File: config.mk
export PLATFORM = sky130hd
export DESIGN_NAME = lattice_pattern_ctrl
export DESIGN_NICKNAME = d
export VERILOG_FILES = /design/src/rtl/lattice_pkg.sv /design/src/rtl/lattice_pattern_ctrl_ms_tick_gen.sv /design/src/rtl/lattice_pattern_ctrl.sv
export SDC_FILE = /design/constraint.sdc
export NUM_CORES = 1
export LEC_CHECK = 0
export CORE_ASPECT_RATIO = 1.5
export CORE_UTILIZATION = 45
export DETAILED_ROUTE_END_ITERATION = 10
export HOLD_SLACK_MARGIN = 0.15
export PLACE_DENSITY_LB_ADDON = 0.15
export SYNTH_ARGS = -nofsm -noshare
export SYNTH_HDL_FRONTEND = slang
export SYNTH_SLANG_ARGS = --single-unit
File: constraint.sdc
create_clock -name clk -period 3.9 [get_ports clk]
set_input_delay 0.975 -clock clk [delete_from_list [all_inputs] [get_ports clk]]
set_output_delay 0.975 -clock clk [all_outputs]
set_load 0.05 [all_outputs]
File: src/rtl/lattice_pkg.sv
// Shared constants for the LED matrix display scheduler: glyph bitmaps,
// state encoding and the 2-bit glyph lookup.
package lattice_pkg;

    localparam logic [63:0] GLYPH_A    = 64'h0042427e42241800;
    localparam logic [63:0] GLYPH_B    = 64'h1C24241C24241C00;
    localparam logic [63:0] GLYPH_C    = 64'h001C220202221C00;
    localparam logic [63:0] GLYPH_PILL = 64'h003c3c3c24183C00;

    typedef enum logic [1:0] {
        ST_IDLE   = 2'd0,
        ST_SHOW   = 2'd1,
        ST_ALARM  = 2'd2,
        ST_MISSED = 2'd3
    } state_t;

    // Slot/selector code to bitmap: 0 = A, 1 = B, 2 = C, 3 = pill icon.
    function automatic logic [63:0] glyph_sel(input logic [1:0] idx);
        logic [63:0] g;
        case (idx)
            2'd0:    g = GLYPH_A;
            2'd1:    g = GLYPH_B;
            2'd2:    g = GLYPH_C;
            default: g = GLYPH_PILL;
        endcase
        return g;
    endfunction

endpackage

File: src/rtl/lattice_pattern_ctrl_ms_tick_gen.sv
// Free-running millisecond strobe: one-cycle tick every TICK_DIV clocks.
module ms_tick_gen #(
    parameter int TICK_DIV = 50000
) (
    input  logic clk,
    input  logic rst_n,
    output logic tick
);

    localparam int             CW     = (TICK_DIV > 1) ? $clog2(TICK_DIV) : 1;
    localparam logic [CW-1:0]  RELOAD = CW'(TICK_DIV - 1);

    logic [CW-1:0] r_cnt;

    // Down-counter reloads on terminal count; never resynchronised by requests.
    always_ff @(posedge clk or negedge rst_n) begin
        if (!rst_n)            r_cnt <= RELOAD;
        else if (r_cnt == '0)  r_cnt <= RELOAD;
        else                   r_cnt <= r_cnt - CW'(1);
    end

    assign tick = (r_cnt == '0);

endmodule

File: src/rtl/lattice_pattern_ctrl.sv
// Display scheduler for the 8x8 bicolour matrix: arbitrates alarms and
// user glyph requests and produces the red/green frame buffers.
//
// state     | meaning
// ----------+-----------------------------------------------------------
// ST_IDLE   | green pill icon, waiting for a request
// ST_SHOW   | green glyph for SHOW_MS ticks after the last show request
// ST_ALARM  | red glyph blinking at BLINK_MS, waiting for ack
// ST_MISSED | steady red pill after ALARM_MS ticks without ack
module lattice_pattern_ctrl
    import lattice_pkg::*;
#(
    parameter int TICK_DIV = 50000,
    parameter int SHOW_MS  = 3000,
    parameter int BLINK_MS = 250,
    parameter int ALARM_MS = 60000
) (
    input  logic        clk,
    input  logic        rst_n,
    input  logic        alarm_req,
    input  logic [1:0]  alarm_slot,
    input  logic        show_req,
    input  logic [1:0]  show_sel,
    input  logic        ack,
    output logic [63:0] r_dis,
    output logic [63:0] g_dis,
    output logic [1:0]  state,
    output logic        missed
);

    localparam logic [16:0] SHOW_LIM  = 17'(SHOW_MS);
    localparam logic [16:0] ALARM_LIM = 17'(ALARM_MS);
    localparam logic [15:0] BLINK_LIM = 16'(BLINK_MS);

    logic        w_tick;
    state_t      r_state, w_state_nxt;
    logic [1:0]  r_sel, w_sel_nxt, r_slot, w_slot_nxt;
    logic        r_blink_on, w_blink_nxt;
    logic [16:0] r_ms_cnt, w_ms_nxt, w_ms_inc;
    logic [15:0] r_blink_cnt, w_blink_cnt_nxt, w_blink_inc;
    logic        w_entry;
    logic [63:0] w_r_nxt, w_g_nxt;
    logic        w_missed_nxt;

    ms_tick_gen #(.TICK_DIV(TICK_DIV)) u_tick (
        .clk   (clk),
        .rst_n (rst_n),
        .tick  (w_tick)
    );

    // Next-state, counter and frame decode; alarm_req overrides everything.
    always_comb begin
        w_state_nxt     = r_state;
        w_sel_nxt       = r_sel;
        w_slot_nxt      = r_slot;
        w_blink_nxt     = r_blink_on;
        w_ms_nxt        = r_ms_cnt;
        w_blink_cnt_nxt = r_blink_cnt;
        w_entry         = 1'b0;
        w_ms_inc        = (r_ms_cnt == '1) ? r_ms_cnt : r_ms_cnt + 17'd1;
        w_blink_inc     = r_blink_cnt + 16'd1;

        if (w_tick) w_ms_nxt = w_ms_inc;

        if (r_state == ST_ALARM && w_tick) begin
            if (w_blink_inc == BLINK_LIM) begin
                w_blink_cnt_nxt = '0;
                w_blink_nxt     = ~r_blink_on;
            end else begin
                w_blink_cnt_nxt = w_blink_inc;
            end
        end

        if (alarm_req) begin
            w_state_nxt = ST_ALARM;
            w_slot_nxt  = alarm_slot;
            w_blink_nxt = 1'b1;
            w_entry     = 1'b1;
        end else begin
            case (r_state)
                ST_IDLE: begin
                    if (show_req) begin
                        w_state_nxt = ST_SHOW;
                        w_sel_nxt   = show_sel;
                        w_entry     = 1'b1;
                    end
                end
                ST_SHOW: begin
                    if (show_req) begin
                        w_sel_nxt = show_sel;
                        w_entry   = 1'b1;
                    end else if (w_tick && w_ms_inc == SHOW_LIM) begin
                        w_state_nxt = ST_IDLE;
                        w_entry     = 1'b1;
                    end
                end
                ST_ALARM: begin
                    if (ack) begin
                        w_state_nxt = ST_IDLE;
                        w_entry     = 1'b1;
                    end else if (w_tick && w_ms_inc == ALARM_LIM) begin
                        w_state_nxt = ST_MISSED;
                        w_entry     = 1'b1;
                    end
                end
                default: begin
                    if (ack) begin
                        w_state_nxt = ST_IDLE;
                        w_entry     = 1'b1;
                    end
                end
            endcase
        end

        if (w_entry) begin
            w_ms_nxt        = '0;
            w_blink_cnt_nxt = '0;
        end

        w_r_nxt      = '0;
        w_g_nxt      = '0;
        case (w_state_nxt)
            ST_IDLE:  w_g_nxt = GLYPH_PILL;
            ST_SHOW:  w_g_nxt = glyph_sel(w_sel_nxt);
            ST_ALARM: w_r_nxt = w_blink_nxt ? glyph_sel(w_slot_nxt) : 64'd0;
            default:  w_r_nxt = GLYPH_PILL;
        endcase
        w_missed_nxt = (r_state == ST_ALARM) && (w_state_nxt == ST_MISSED);
    end

    // State, counters and frame registers all update on the same edge.
    always_ff @(posedge clk or negedge rst_n) begin
        if (!rst_n) begin
            r_state     <= ST_IDLE;
            r_sel       <= '0;
            r_slot      <= '0;
            r_blink_on  <= 1'b1;
            r_ms_cnt    <= '0;
            r_blink_cnt <= '0;
            r_dis       <= '0;
            g_dis       <= GLYPH_PILL;
            missed      <= 1'b0;
        end else begin
            r_state     <= w_state_nxt;
            r_sel       <= w_sel_nxt;
            r_slot      <= w_slot_nxt;
            r_blink_on  <= w_blink_nxt;
            r_ms_cnt    <= w_ms_nxt;
            r_blink_cnt <= w_blink_cnt_nxt;
            r_dis       <= w_r_nxt;
            g_dis       <= w_g_nxt;
            missed      <= w_missed_nxt;
        end
    end

    assign state = r_state;

endmodule
======== After elaboration in Yosys (flattened, before gate mapping) ========
Cells that the tools add are included.
Widths: inputs -> output; s select.
storage, ports and cells
  logic and storage cells ................. 75
  output and inout bits ................... 131
  bits in registers ....................... 185
cells by class
  reduce and logical (&&, ||, !) cells .... 13
  multiplexer cells ....................... 35
  equality and inequality tests ........... 13
  $add $sub $neg .......................... 3
  bitwise logic cells ..................... 1
operator list
  kind                   number
  $pmux 61 s3            2
  $pmux 64 s2            1
  $pmux 61 s2            1
  $mux 16                4
  $mux 64                1
  $mux 17                3
  $mux 2                 11
  $add 17x1->17 const B  1
  $eq 17x12->1 const B   1
  $eq 17x16->1 const B   1
  $eq 17x17->1 const B   1
  $add 16x1->16 const B  1
  $eq 16x8->1 const B    1
  $logic_not 16->1       1
  $sub 16x1->16 const B  1
  $eq 2x2->1 const B     5
  $mux 1                 10
  $eq 2x1->1 const B     4
  $logic_not 2->1        4
  $pmux 2 s3             1
  $logic_and 1x1->1      4
  $reduce_bool 2->1      2
  $reduce_or 2->1        2
  $pmux 1 s3             1
  $not 1->1              1

======== Longest topological paths before layout ========
  depth after elaboration ................. 11
  depth in mapped cells ................... 13
  gate-level depth less buffers ........... 11

======== Cells and area by module ========
Synthesis repeated with hierarchy kept, for this count alone.
unflattened totals
  cell total of the unflattened synthesis .. 598
  area, all modules ....................... 5,402.7 um^2
by module, submodules not included
  module                area an instance (um^2)  cells an instance  times used
  lattice_pattern_ctrl  4,569.4                  511                1
  ms_tick_gen           833.3                    87                 1

======== Worst setup path before layout ========
No wires, ideal clock.
  path type ............................... reg2reg
  start point ............................. register r_ms_cnt[0]
  end point ............................... register r_dis[17]
  slack ................................... 928 ps
  stages on the path, launching flop included .. 12
  data required time ...................... 3,767 ps
  arrival time ............................ 2,838 ps
  library setup time ...................... 133 ps
  period minus slack after synthesis ...... 2,972 ps
  path buffers ............................ 1
  cell sequence ........................... dfrtp_1 ha_1 nand4_2 or4_4 mux2_4 nand4_1 nor4_4 a211oi_2 a311o_4 inv_4 buf_6 nor3b_2
on the way
  word-level cells in the longest chain between the ends .. 11
  elaborated cells between the ends (all ways) .. 18
  those cells by class .................... 1 x add/sub; 5 x eq/ne; 8 x mux; 4 x reduce/logical
ends and longest elaborated chain
  what                                           RTL line                                                 source
  from (decl)                                    lattice_pattern_ctrl.sv:39                               logic [16:0] r_ms_cnt, w_ms_nxt, w_ms_inc;
  from (signal assigned)                         lattice_pattern_ctrl.sv:148                              r_ms_cnt <= w_ms_nxt;
  $add 17x1->17 or $eq 17x17->1 (tied branches)  lattice_pattern_ctrl.sv:60                               w_ms_inc = (r_ms_cnt == '1) ? r_ms_cnt : r_ms_cnt + 17'd1;
  $mux 17 *                                      lattice_pattern_ctrl.sv:60
  $eq 17x16->1 or $eq 17x12->1 (tied branches)   lattice_pattern_ctrl.sv:101, lattice_pattern_ctrl.sv:92
  $logic_and 1x1->1, on equally long branches    lattice_pattern_ctrl.sv:101, lattice_pattern_ctrl.sv:92
  $mux 2, on equally long branches               lattice_pattern_ctrl.sv:101, lattice_pattern_ctrl.sv:92
  $mux 2, on equally long branches               lattice_pattern_ctrl.sv:98, lattice_pattern_ctrl.sv:89
  $pmux 2 s3 *                                   lattice_pattern_ctrl.sv:80                               case (r_state)
  $mux 2 *                                       lattice_pattern_ctrl.sv:74                               if (alarm_req) begin
  net w_state_nxt[0]                             lattice_pattern_ctrl.sv:36                               state_t r_state, w_state_nxt;
  $eq 2x1->1 or $logic_not 2->1 (tied branches)  lattice_pattern_ctrl.sv:122                              case (w_state_nxt)
  $reduce_or 2->1 (no source line)               -
  $pmux 64 s2 *                                  lattice_pattern_ctrl.sv:122
  net w_r_nxt[17]                                lattice_pattern_ctrl.sv:42                               logic [63:0] w_r_nxt, w_g_nxt;
  to (signal assigned)                           lattice_pattern_ctrl.sv:150                              r_dis <= w_r_nxt;
  to (decl)                                      lattice_pattern_ctrl.sv:25                               output logic [63:0] r_dis,
The timed path passes the listed nets; every way through them passes the cells marked *.
A chain may end at the register's enable or synchronous reset.

======== Worst setup path after layout ========
  start point ............................. register r_ms_cnt[0]
  end point ............................... register g_dis[17]
on the way
  word-level cells in the longest chain between the ends .. 10
  elaborated cells between the ends (all ways) .. 16
  those cells by class .................... 1 x add/sub; 4 x eq/ne; 8 x mux; 3 x reduce/logical
ends and longest elaborated chain
  what                                           RTL line                                                 source
  $add 17x1->17 or $eq 17x17->1 (tied branches)  lattice_pattern_ctrl.sv:60
  $mux 17 *                                      lattice_pattern_ctrl.sv:60
  $eq 17x16->1 or $eq 17x12->1 (tied branches)   lattice_pattern_ctrl.sv:101, lattice_pattern_ctrl.sv:92
  $logic_and 1x1->1, on equally long branches    lattice_pattern_ctrl.sv:101, lattice_pattern_ctrl.sv:92
  $mux 2, on equally long branches               lattice_pattern_ctrl.sv:101, lattice_pattern_ctrl.sv:92
  $mux 2, on equally long branches               lattice_pattern_ctrl.sv:98, lattice_pattern_ctrl.sv:89
  $pmux 2 s3 *                                   lattice_pattern_ctrl.sv:80
  $mux 2 *                                       lattice_pattern_ctrl.sv:74
  $eq 2x1->1 or $logic_not 2->1 (tied branches)  lattice_pattern_ctrl.sv:122
  $pmux 61 s2 *                                  lattice_pattern_ctrl.sv:122
  net w_g_nxt[17]                                lattice_pattern_ctrl.sv:42
  to (signal assigned)                           lattice_pattern_ctrl.sv:151                              g_dis <= w_g_nxt;
  to (decl)                                      lattice_pattern_ctrl.sv:26                               output logic [63:0] g_dis,
Marks and branches as above.

==> reports/metrics.csv <==
metric;value;unit
outcome;finished, final reports clean;
max_slew headroom;54.4;%
n_diodes;0;
clock skew;7.73;ps
Die ar.;12200;sq um
antenna violations before repair;0;
Fmax;306;MHz
synthesized flop and latch total;83;
Post-CTS Setup Bufs;0;
Post-DRT Antenna Nets;0;
Worst-path clk slew;60;ps
Tightest Hold Check Type;flip-flop to flip-flop;
Netlist cell types;61;
dominant cells by area after synthesis;dfrtp_1, buf_4, dfstp_2;
nets@finish;622;
die width;90.4;um
power per cell area;396;nW/um^2
# IOs;140;
Clock Latency Late Sink;330;ps
area grow syn2layout;13.8;%
largest net degree at the start of global routing;56;
TritonCTS clock tree;done;
starting density of the core;45.9;%
top cell type's share of synthesized area;31.3;%
Final Hold Fails;0;
Worst Setup Path Type;flip-flop to flip-flop;
mapped cell area;5270;sq um
drt first pass iters;7;
drt drc;0;
H-tree levels;3;
global-route wire length before repair;18800;um
Gate Count Post-Synth;564;
clk buf depth;2;
period utilization;83.8;%
worst-margin pin slew;684;ps
Max Cap Viol;0;
DPL Wire Length;8410;um
sequential cell area;2100;sq um
Critical Path AT;3530;ps
grt ovf;0;
CP max FO;13;
setup tns final;0;ps
Vias per Instance;5.08;
Final setup violation count;0;
WL per Instance;15.0;um
number of synthesized flops with an enable pin;0;
Max VDD drop;0.000232;V
Post-Route WL;11300;um
async set-reset flop share out of synthesis;100;%
critical path capture point type;flip-flop;
cts hold-fix bufs;0;
Multi-input gate area;2450;sq um
LEAKAGE;0.00243;uW
total global-route track usage;19.4;%
DR iter-0 viols;176;
Slew Limit Fails;0;
hold slack;461;ps
post-synth top area cell;dfrtp_1;
Main synth FF type;dfrtp_1;
share of layout cells above drive strength 1;12.4;%
layout filler cell count;1056;
Port Buf Inserts;79;
RSZ-0062 raised after global routing;false;
Yosys warning count;0;
CTS root buf;clkbuf_16;
min Tclk post-route;3270;ps
post-synthesis sequential area ratio;39.8;%
vias in the first global route;3795;
startpoint class of the critical path;flip-flop;
Die Y;135;um
clk sinks;83;
CTS Buf Count;9;
quantity of gates resized following cts;0;
Crit path required time;4160;ps
via count;3823;
core area;11500;sq um
syn avg cell area;9.34;sq um
final RePlAce weighted congestion;0.955;
std cell rows;48;
-- area by class of cell --
cell class                      instances  area share, %
Sequential cell                        83           35.0
Clock buffer                           11           4.22
Timing Repair Buffer                   91           14.6
Clock inverter                          5           1.00
Inverter                               17           1.11
Multi-Input combinational cell        396           40.9
Tap cell                              150           3.13
-- synth_stat cells (6+ instances only) --
cell type and n:
nand3_1 18, nand4_1 19, or3_1 6, xnor2_1 21
clkbuf_1 15, ha_1 15, a21oi_1 14, dfstp_2 17
nor3_1 24, inv_1 15, dfrtp_1 66, buf_2 8
nand2_1 35, nor2b_1 6, o21ai_0 11, nor4_1 11
buf_4 102, mux2i_1 6, xor2_1 20, nor2_1 58
-- cells by family (layout without fill, tap and decap cells) --
family | count (synthesis) | in the layout | share of synthesized area, %
and+or+nand+nor | 208 | 208 | 21.4
buffers and inverters | 144 | 124 | 17.9
DFF | 83 | 83 | 39.8
AOI/OAI and AO/OA | 63 | 63 | 8.52
xor gates and xnor gates | 41 | 41 | 6.81
adders and majority gates | 15 | 15 | 3.56
muxes | 9 | 9 | 1.85
other | 1 | 60 | 0.0712
-- critical path: stages, from the launching register on --
cell and delay (ps):
dfrtp_1 430, ha_1 300, nand4_2 240, or4_4 600
mux2_4 220, nand4_1 140, nor4_4 370, a211oi_2 130
a311o_4 380, inv_4 180, and3_1 190
-- report_power, final --
part	switching (uW)	leakage (uW)	internal (uW)	total, uW
logic	444	0.00122	139	583
registers	21.8	0.00106	896	918
clock network	340	0.000152	533	873
total	806	0.00243	1570	2370
-- flip-flops by register name (all words and copies together) (netlist names) --
name	cells
r_ms_cnt	17
r_blink_cnt	16
u_tick.r_cnt	16
g_dis	13
r_dis	13
r_sel	2
r_slot	2
state	2
missed	1
r_blink_on	1
-- routing by layer --
metal	vias to the layer above	share of wire [%]	routed length [um]	GRT usage (%)
met4	0	2.0	223	7.89
li1	1846	-	-	-
met1	1865	40	4470	21.9
met3	16	3.7	420	3.49
met5	-	0	0	0
met2	96	55	6160	35.8
-- through the flow --
step                      setup WS [ps]  cells  util (%)  cell area [sq um]  total power [uW]
after floorplan                     928    623         -               5490              1440
after global placement              706    737      49.5               5680              1520
after detailed placement            648    737      49.5               5680              1520
after CTS                           617    753      52.3               6000              2400
after global routing                444    753      52.3               6000              2460
final                               631    753      52.3               6000              2370
-- final timing paths --
check	cells past startpoint	slack (ps)	from	to
max	10	630	r_ms_cnt[0]	g_dis[17]
min	1	460	u_tick.r_cnt[0]	u_tick.r_cnt[0]
max reg2reg	10	630	r_ms_cnt[0]	g_dis[17]
min reg2reg	1	460	u_tick.r_cnt[0]	u_tick.r_cnt[0]
max in group asynchronous	2	2470	rst_n	r_blink_on
min in group asynchronous	1	690	rst_n	u_tick.r_cnt[11]
-- placed cells by master, fill, tap and decap left out, drive strengths merged, types with 6 or more instances in the layout --
master         synthesis  routed
or3                    6       6
a21oi                 17      17
nor4                  13      13
nand4                 21      21
clkbuf                16      11
nand2                 35      35
nand3                 19      19
dfstp                 17      17
nor2                  58      58
ha                    15      15
xnor2                 21      21
xor2                  20      20
nor3                  28      28
nor2b                  6       6
inv                   16      17
buf                  111      13
dfrtp                 66      66
clkdlybuf4s50          0      78
mux2i                  6       6
o21ai                 16      16
conb                   1      60
No activity file was read; power rests on OpenSTA's default activity.
